## config.mk

```make
export PLATFORM = sky130hd
export DESIGN_NAME = sh7604_mac_fetch
export DESIGN_NICKNAME = d
export VERILOG_FILES = /design/src/rtl/sh7604_mac_fetch_pkg.sv /design/src/rtl/sh7604_mac_fetch.sv
export SDC_FILE = /design/constraint.sdc
export NUM_CORES = 1
export LEC_CHECK = 0
export ABC_CLOCK_PERIOD_IN_PS = 4550
export CAP_MARGIN = 20
export CORE_MARGIN = 2
export CORE_UTILIZATION = 45
export DETAILED_ROUTE_END_ITERATION = 10
export GPL_TIMING_DRIVEN = 0
export HOLD_SLACK_MARGIN = 0.06
export PLACE_DENSITY = 0.77
export SKIP_CTS_REPAIR_TIMING = 1
export SLEW_MARGIN = 30
export SYNTH_ARGS = -nofsm -noshare
export SYNTH_HDL_FRONTEND = slang
export SYNTH_SLANG_ARGS = --single-unit
export TNS_END_PERCENT = 10
```

## constraint.sdc

```tcl
create_clock -name CLK -period 4.55 [get_ports CLK]
set_clock_uncertainty 0.1 [all_clocks]
set_input_delay 0.6825 -clock CLK [delete_from_list [all_inputs] [get_ports CLK]]
set_output_delay 0.6825 -clock CLK [all_outputs]
set_load 0.05 [all_outputs]
```

## src/rtl/sh7604_mac_fetch_pkg.sv

```systemverilog
// Shared encodings for the SH7604 MAC.W/MAC.L operand-fetch sequencer.
// Holds the state enum, multiplier opcodes, bus size codes and the alignment helper.
package sh7604_mac_fetch_pkg;

    typedef enum logic [2:0] {
        ST_IDLE,
        ST_RD1,
        ST_WR1,
        ST_RD2,
        ST_WR2,
        ST_FIN,
        ST_ERR
    } mac_fetch_state_e;

    localparam logic [3:0] MACOP_MACL = 4'b1001;
    localparam logic [3:0] MACOP_MACW = 4'b1011;

    localparam logic [1:0] MEMSZ_NONE = 2'b00;
    localparam logic [1:0] MEMSZ_WORD = 2'b01;
    localparam logic [1:0] MEMSZ_LONG = 2'b10;

    localparam logic [1:0] MACSEL_A = 2'b01;
    localparam logic [1:0] MACSEL_B = 2'b10;

    // Long operands need 4-byte alignment, word operands need 2-byte alignment.
    function automatic logic misaligned(input logic is_long, input logic [1:0] a_lo);
        return is_long ? (a_lo != 2'b00) : a_lo[0];
    endfunction

endpackage

```

## src/rtl/sh7604_mac_fetch.sv

```systemverilog
// Operand-fetch sequencer for MAC.W/MAC.L @Rm+,@Rn+: two bus reads, two multiplier
// operand writes, then post-incremented Rn/Rm. All state advances only with CE_R.
module sh7604_mac_fetch
    import sh7604_mac_fetch_pkg::*;
#(
    parameter int ADDR_W = 32
) (
    input  logic              CLK,
    input  logic              RST,
    input  logic              CE_R,
    input  logic              CMD_VALID,
    output logic              CMD_READY,
    input  logic              CMD_L,
    input  logic              CMD_S,
    input  logic              CMD_SAME,
    input  logic [ADDR_W-1:0] CMD_RN,
    input  logic [ADDR_W-1:0] CMD_RM,
    output logic [ADDR_W-1:0] MEM_A,
    output logic              MEM_REQ,
    output logic [1:0]        MEM_SZ,
    input  logic [31:0]       MEM_DI,
    input  logic              MEM_BUSY,
    output logic [1:0]        MAC_SEL,
    output logic [3:0]        MAC_OP,
    output logic              MAC_S,
    output logic              MAC_WE,
    output logic [31:0]       MAC_DO,
    output logic [ADDR_W-1:0] MAC_A,
    output logic [ADDR_W-1:0] RN_NEW,
    output logic [ADDR_W-1:0] RM_NEW,
    output logic              DONE,
    output logic              ADDR_ERR
);

    mac_fetch_state_e  state_q;
    logic              l_q, s_q, same_q;
    logic [ADDR_W-1:0] rn_q, rm_q;
    logic [1:0]        mac_sel_q;
    logic [3:0]        mac_op_q;
    logic              mac_s_q, mac_we_q, done_q, addr_err_q;
    logic [31:0]       mac_do_q;
    logic [ADDR_W-1:0] mac_a_q, rn_new_q, rm_new_q;

    logic [ADDR_W-1:0] inc_d, a2_d;

    // With CMD_SAME both reads walk up from Rn, so the second address is Rn+INC.
    assign inc_d = l_q ? ADDR_W'(4) : ADDR_W'(2);
    assign a2_d  = same_q ? rn_q + inc_d : rm_q;

    assign CMD_READY = (state_q == ST_IDLE);
    assign MEM_REQ   = (state_q == ST_RD1) || (state_q == ST_RD2);
    assign MEM_A     = (state_q == ST_RD1) ? rn_q :
                       (state_q == ST_RD2) ? a2_d : '0;
    assign MEM_SZ    = MEM_REQ ? (l_q ? MEMSZ_LONG : MEMSZ_WORD) : MEMSZ_NONE;

    assign MAC_SEL  = mac_sel_q;
    assign MAC_OP   = mac_op_q;
    assign MAC_S    = mac_s_q;
    assign MAC_WE   = mac_we_q;
    assign MAC_DO   = mac_do_q;
    assign MAC_A    = mac_a_q;
    assign RN_NEW   = rn_new_q;
    assign RM_NEW   = rm_new_q;
    assign DONE     = done_q;
    assign ADDR_ERR = addr_err_q;

    always_ff @(posedge CLK) begin
        if (RST) begin
            state_q    <= ST_IDLE;
            l_q        <= 1'b0;
            s_q        <= 1'b0;
            same_q     <= 1'b0;
            rn_q       <= '0;
            rm_q       <= '0;
            mac_sel_q  <= '0;
            mac_op_q   <= '0;
            mac_s_q    <= 1'b0;
            mac_we_q   <= 1'b0;
            mac_do_q   <= '0;
            mac_a_q    <= '0;
            rn_new_q   <= '0;
            rm_new_q   <= '0;
            done_q     <= 1'b0;
            addr_err_q <= 1'b0;
        end else if (CE_R) begin
            mac_we_q  <= 1'b0;
            mac_sel_q <= '0;
            done_q    <= 1'b0;
            case (state_q)
                ST_IDLE: begin
                    if (CMD_VALID) begin
                        l_q      <= CMD_L;
                        s_q      <= CMD_S;
                        same_q   <= CMD_SAME;
                        rn_q     <= CMD_RN;
                        rm_q     <= CMD_RM;
                        mac_s_q  <= CMD_S;
                        mac_op_q <= CMD_L ? MACOP_MACL : MACOP_MACW;
                        state_q  <= misaligned(CMD_L, CMD_RN[1:0]) ? ST_ERR : ST_RD1;
                    end
                end
                ST_RD1: begin
                    if (!MEM_BUSY) begin
                        mac_do_q  <= MEM_DI;
                        mac_a_q   <= rn_q;
                        mac_sel_q <= MACSEL_A;
                        mac_we_q  <= 1'b1;
                        state_q   <= ST_WR1;
                    end
                end
                ST_WR1: state_q <= misaligned(l_q, a2_d[1:0]) ? ST_ERR : ST_RD2;
                ST_RD2: begin
                    if (!MEM_BUSY) begin
                        mac_do_q  <= MEM_DI;
                        mac_a_q   <= a2_d;
                        mac_sel_q <= MACSEL_B;
                        mac_we_q  <= 1'b1;
                        state_q   <= ST_WR2;
                    end
                end
                ST_WR2: begin
                    // a2_d+INC covers both cases: Rm+INC, or Rn+2*INC when the registers alias.
                    rn_new_q <= same_q ? a2_d + inc_d : rn_q + inc_d;
                    rm_new_q <= a2_d + inc_d;
                    done_q   <= 1'b1;
                    state_q  <= ST_FIN;
                end
                ST_FIN: state_q <= ST_IDLE;
                ST_ERR: begin
                    // First ERR cycle raises the pulse, second drops it and leaves.
                    if (addr_err_q) begin
                        addr_err_q <= 1'b0;
                        state_q    <= ST_IDLE;
                    end else begin
                        addr_err_q <= 1'b1;
                    end
                end
                default: state_q <= ST_IDLE;
            endcase
        end
    end

endmodule

```

Yosys cells after proc, flatten, opt, wreduce, memory -nomap -nowiden
Cells that the tools add are included.
{"block": "op_classes", "magnitude_cmp": 0, "div_mod_pow": 0, "n_mul": 0, "n_addsub": 2, "n_eq_ne": 9, "n_mux": 27, "shift": 0, "reduce_logical": 12, "bitwise": 1}
{"operator": "2-to-1 mux 32 bit", "n": 6}
{"operator": "adder 32 x 3 -> 32 bit", "n": 2}
{"operator": "case mux 32 bit (2 select lines)", "n": 1}
{"operator": "2-to-1 mux 3 bit", "n": 7}
{"operator": "case mux 3 bit (6 select lines)", "n": 1}
{"operator": "2-to-1 mux 2 bit", "n": 4}
{"operator": "inequality test 2 bit, second input constant", "n": 4}
{"operator": "2-to-1 mux 1 bit", "n": 7}
{"operator": "== test 3 x 2 -> 1 bit, second input constant", "n": 2}
{"operator": "== test 3 bit, second input constant", "n": 2}
{"operator": "AND reduction 3 bit", "n": 2}
{"operator": "nonzero test 2 bit", "n": 3}
{"operator": "AND reduction 5 bit", "n": 1}
{"operator": "case mux 2 bit (2 select lines)", "n": 1}
{"operator": "AND reduction 2 bit", "n": 2}
{"operator": "AND reduction 4 bit", "n": 1}
{"operator": "== test 3 x 1 -> 1 bit, second input constant", "n": 1}
{"operator": "logical NOT 3 bit", "n": 1}
{"operator": "OR reduction 2 bit", "n": 1}
{"operator": "logical OR 1 bit", "n": 1}
{"operator": "inverter 1 bit", "n": 1}
{"block": "totals", "mem_bits_rw": 0, "elab_cells": 66, "rom_bits": 0, "memories": 0, "output_inout_bits": 174, "input_bits": 104, "register_bits": 207, "latchBits": 0}

Depth between registers and ports, before layout
{"block": "depth", "depth_word": 7, "ltp_mapped": 18, "mapped_depth_nobuf": 14}

Worst setup path after synthesis
OpenSTA, ideal clock, no wires.
{"block": "synth_timing", "kind": "register to register", "startpoint": "register same_q", "endpoint": "register rn_new_q[24], in the netlist RN_NEW[24]", "path_slack_ps": 133, "period_less_slack_ps": 4417, "required_time_ps": 4313, "setup_ps": 137, "stages_incl_launch_ff": 19, "path_buffers": 7, "arrival_time_ps": 4180, "cell_sequence": "dfxtp_1 -> buf_6 -> clkbuf_1 -> buf_6 -> buf_6 -> clkbuf_1 -> buf_6 -> clkbuf_1 -> mux2i_1 -> inv_1 -> ha_1 -> a21oi_1 -> a211oi_1 -> o21ai_0 -> nor3_1 -> nand3_1 -> or3_1 -> o21ai_0 -> o311ai_1"}
{"block": "synth_via", "elab_chain_len": 3}
{"element": "start, declared", "line_no": "sh7604_mac_fetch.sv:36", "text": "logic l_q, s_q, same_q;"}
{"element": "start signal, assigned", "line_no": "sh7604_mac_fetch.sv:72", "text": "same_q <= 1'b0;"}
{"element": "start signal, assigned", "line_no": "sh7604_mac_fetch.sv:94", "text": "same_q <= CMD_SAME;"}
{"element": "2-to-1 mux 32 bit", "line_no": "sh7604_mac_fetch.sv:48", "text": "assign a2_d = same_q ? rn_q + inc_d : rm_q;"}
{"element": "adder 32 x 3 -> 32 bit", "line_no": "sh7604_mac_fetch.sv:123", "text": "rn_new_q <= same_q ? a2_d + inc_d : rn_q + inc_d;"}
{"element": "2-to-1 mux 32 bit *", "line_no": "sh7604_mac_fetch.sv:123"}
{"element": "end signal, assigned", "line_no": "sh7604_mac_fetch.sv:123"}
{"element": "end, declared", "line_no": "sh7604_mac_fetch.sv:42", "text": "logic [ADDR_W-1:0] mac_a_q, rn_new_q, rm_new_q;"}
Every way passes the cells marked *; elsewhere a longest branch is shown, timed or not.
A chain may end at the register's enable or synchronous reset.

Worst setup path after layout
{"block": "layout_timing", "startpoint": "register rn_q[11]", "endpoint": "output port MEM_A[31]"}
{"block": "layout_via", "elab_chain_len": 4}
{"element": "start, declared", "line_no": "sh7604_mac_fetch.sv:37", "text": "logic [ADDR_W-1:0] rn_q, rm_q;"}
{"element": "start signal, assigned", "line_no": "sh7604_mac_fetch.sv:73", "text": "rn_q <= '0;"}
{"element": "start signal, assigned", "line_no": "sh7604_mac_fetch.sv:95", "text": "rn_q <= CMD_RN;"}
{"element": "adder 32 x 3 -> 32 bit", "line_no": "sh7604_mac_fetch.sv:48"}
{"element": "2-to-1 mux 32 bit", "line_no": "sh7604_mac_fetch.sv:48"}
{"element": "2-to-1 mux 32 bit", "line_no": "sh7604_mac_fetch.sv:53", "text": "(state_q == ST_RD2) ? a2_d : '0;"}
{"element": "2-to-1 mux 32 bit", "line_no": "sh7604_mac_fetch.sv:52", "text": "assign MEM_A = (state_q == ST_RD1) ? rn_q :"}
{"element": "end, declared", "line_no": "sh7604_mac_fetch.sv:18", "text": "output logic [ADDR_W-1:0] MEM_A,"}
No other way between the ends.

==> flow_summary.json <==
{
  "status": "finished with violations",
  "violations": "negative setup slack",
  "drive_gt1_frac": 0.0872,
  "postSynthNetCount": 1521,
  "fillers": 2037,
  "synth_area_sq_um": 10800,
  "synthFlopType": "dfxtp_1",
  "vias": 11900,
  "dpl.hpwl_mm": 33.7,
  "row_count": 56,
  "place_area_sq_um": 13900,
  "period_share": 1.03,
  "slew_violations": 0,
  "seq_area_sq_um": 4110,
  "setup_ws_ns": -0.151,
  "grt_util_all_layers": 0.327,
  "max_freq_ghz": 0.213,
  "clkSlewWorstSetupHoldPaths_ns": 0.06,
  "end_kind": "primary output",
  "antenna_left": 0,
  "root_buffer": "clkbuf_16",
  "yosys-top-cells-area": "dfxtp_1 38%, nand2_1 11%, a21oi_1 7.5%, nor2_1 4.4%, mux2i_1 3.2%",
  "clock_path_buffers": 3,
  "fin_crit_ns": 4.70,
  "fin_setup_tns_ns": -0.322,
  "hold-path-endpoint": "MAC_DO[14]$_SDFFE_PP0P_",
  "start_util": 0.460,
  "htreeDepth": 1,
  "cp_data_required_time_ns": 3.77,
  "rsz0062_at_grt": "true",
  "max_slew_margin": 0.321,
  "yosysSeqAreaShare": 0.380,
  "critical-path-slowest-cell": "dfxtp_1",
  "grt_max_degree": 15,
  "path_cells": "nand4_4 -> or4_1 -> buf_4 -> or3_1 -> nor3_1 -> xnor2_1 -> a21oi_2 -> a21oi_1 -> nor2_1 -> clkbuf_2",
  "diodes": 0,
  "fp.dieH_microns": 159,
  "synth_top_cell_by_area": "dfxtp_1",
  "cap_violations": 0,
  "r2r_start": "same_q$_SDFFE_PP0P_",
  "wl_mm": 43.4,
  "hold_depth": 2,
  "final_cell_area_sq_um": 15000,
  "layout.nets": 1827,
  "pin_count": 278,
  "dr.first_iter.drc_count": 1323,
  "r2r_cells": 19,
  "synth-async-reset-ratio": 0,
  "place_ws_ns": -1.72,
  "fp.coreArea_sq_um": 23500,
  "cts_made_buffers": 22,
  "r2r_slack_ns": 0.05,
  "grt_pass1_vias": 11100,
  "grt_pass1_wl_mm": 64.9,
  "die_area_sq_um": 25200,
  "dp_cells": 2005,
  "min_from": "MAC_DO[14]$_SDFFE_PP0P_",
  "power.density_nw_per_um2": 335,
  "max-vdd-ir-drop_mv": 0.243,
  "path_class": "register to primary output",
  "finalHoldViolCount": 0,
  "final_common_cell": "nand2_1",
  "synth_warnings": 0,
  "antenna_found_initial": 0,
  "cts_tree": "done",
  "gp_congestion": 1.05,
  "netlist.area_leader.share": 0.380,
  "worst-path-max-fanout": 9,
  "drt-vias-per-instance": 5.81,
  "synthCells": 1411,
  "p_leak_nw": 5.09,
  "ys_seq_elements": 205,
  "grt_overflow": 0,
  "r2r-end": "RN_NEW[28]$_SDFFE_PP0P_",
  "synth-edff-count": 0,
  "start_kind": "register",
  "first_pass_iters": 6,
  "most-common-layout-cells": "326 x nand2_1, 252 x clkdlybuf4s50_1, 204 x dfxtp_1, 154 x a21oi_1, 126 x nor2_1",
  "min_path_type": "register to register",
  "die_x_microns": 159,
  "setup_viol_count_final": 3,
  "synth.avg_cell_area_sq_um": 7.65,
  "multiInputGateArea_sq_um": 6230,
  "arrival_ns": 3.92,
  "syn_to_final_growth_pct": 38.6,
  "clock_sinks": 205,
  "drc": 0,
  "worst_pin_slew_ns": 1.01,
  "clk_latency_ns": 0.53,
  "routedWlPerCell_microns": 21.2,
  "yosysUniqueCellTypes": 82,
  "stdcell_count": 2050,
  "max_stage_delay_ns": 0.62,
  "io_buffer_count": 275
}
==> Yosys cell counts, types with 5 or more instances <==
library cell	number
xor2_1	15
o21ai_0	54
buf_1	13
and3_1	8
a21oi_1	162
buf_6	12
and4_1	13
a21o_1	7
nor2_1	126
or3_1	13
a211oi_1	28
nand4_1	17
o31ai_1	7
buf_4	5
clkbuf_1	80
nand2_1	326
a211o_1	5
nand3_1	44
inv_1	17
mux2i_1	35
dfxtp_1	205
a311oi_1	21
nor4_1	7
or4_1	7
nor3_1	23
and2_1	5
o22ai_1	7
a31oi_1	12
o211ai_1	6
xnor2_1	38
==> flip-flops by register name, summed over array words and instances (netlist names) <==
signal / flops
MAC_A: 32
MAC_DO: 32
RM_NEW: 32
RN_NEW: 32
rm_q: 32
rn_q: 32
state_q: 3
MAC_OP: 2
MAC_SEL: 2
ADDR_ERR: 1
DONE: 1
MAC_S: 1
MAC_WE: 1
l_q: 1
same_q: 1
==> cell families after synthesis <==
| logic type | count (synthesis) | synth area share |
|---|---|---|
| simple gates | 627 | 0.271 |
| compound gates | 347 | 0.202 |
| flops | 205 | 0.380 |
| buf+inv | 136 | 0.0612 |
| xor+xnor | 53 | 0.0430 |
| mux | 36 | 0.0335 |
| fa+ha+maj | 6 | 0.00835 |
| other cells | 1 | 0.000348 |
==> critical path, delay by kind of cell (launching register included) <==
| kind | cells | cell delay, ns |
|---|---|---|
| AO/OA/AOI/OAI | 2 | 0.43 |
| buffers and inverters | 2 | 0.50 |
| AND/OR/NAND/NOR | 5 | 1.65 |
| flip-flops | 1 | 0.62 |
| XOR/XNOR | 1 | 0.19 |
==> routing by layer <==
metal	GRT usage	wire (microns)	up-vias
met4	0.132	1900	0
met2	0.503	18900	689
met5	0	0	-
li1	-	-	5547
met3	0.0917	4950	135
met1	0.432	17700	5541
==> cell type report <==
class / instances / share of cell area
buffer: 115 / 0.0394
tap: 319 / 0.0267
timing repair buffer: 285 / 0.187
multi-input combinational: 1070 / 0.416
clock inverter: 12 / 0.0120
clock buffer: 26 / 0.0392
inverter: 18 / 0.00452
sequential: 205 / 0.274
==> where the power goes <==
part / internal (mW) / switching, mW
Combinational: 0.381 / 0.743
Sequential: 1.88 / 0.0802
Clock: 1.15 / 0.771
Total: 3.41 / 1.59
==> how the worst max path moves through the flow <==
| stage | end | start | cells after the start | slack [ns] |
|---|---|---|---|---|
| after floorplan | RN_NEW[24]$_SDFFE_PP0P_ | same_q$_SDFFE_PP0P_ | 18 | 0.13 |
| after global routing | MEM_A[31] | rn_q[18]$_SDFFE_PP0P_ | 11 | -0.21 |
| final | MEM_A[31] | rn_q[11]$_SDFFE_PP0P_ | 10 | -0.15 |
| after CTS | RN_NEW[20]$_SDFFE_PP0P_ | same_q$_SDFFE_PP0P_ | 18 | -1.76 |
| after global placement | RN_NEW[20]$_SDFFE_PP0P_ | same_q$_SDFFE_PP0P_ | 18 | -1.73 |
| after detailed placement | RN_NEW[20]$_SDFFE_PP0P_ | same_q$_SDFFE_PP0P_ | 18 | -1.72 |
==> stage by stage <==
step           power [mW]   util  hold WS (ns)
2_1_floorplan        2.63      -         0.332
3_3_place_gp         3.05  0.594         0.341
3_5_place_dp         3.06  0.594         0.344
4_1_cts              4.95  0.626         0.355
5_1_grt              5.16  0.637         0.367
6_report             5.00  0.637         0.353
(Power assumes the default switching activity.)
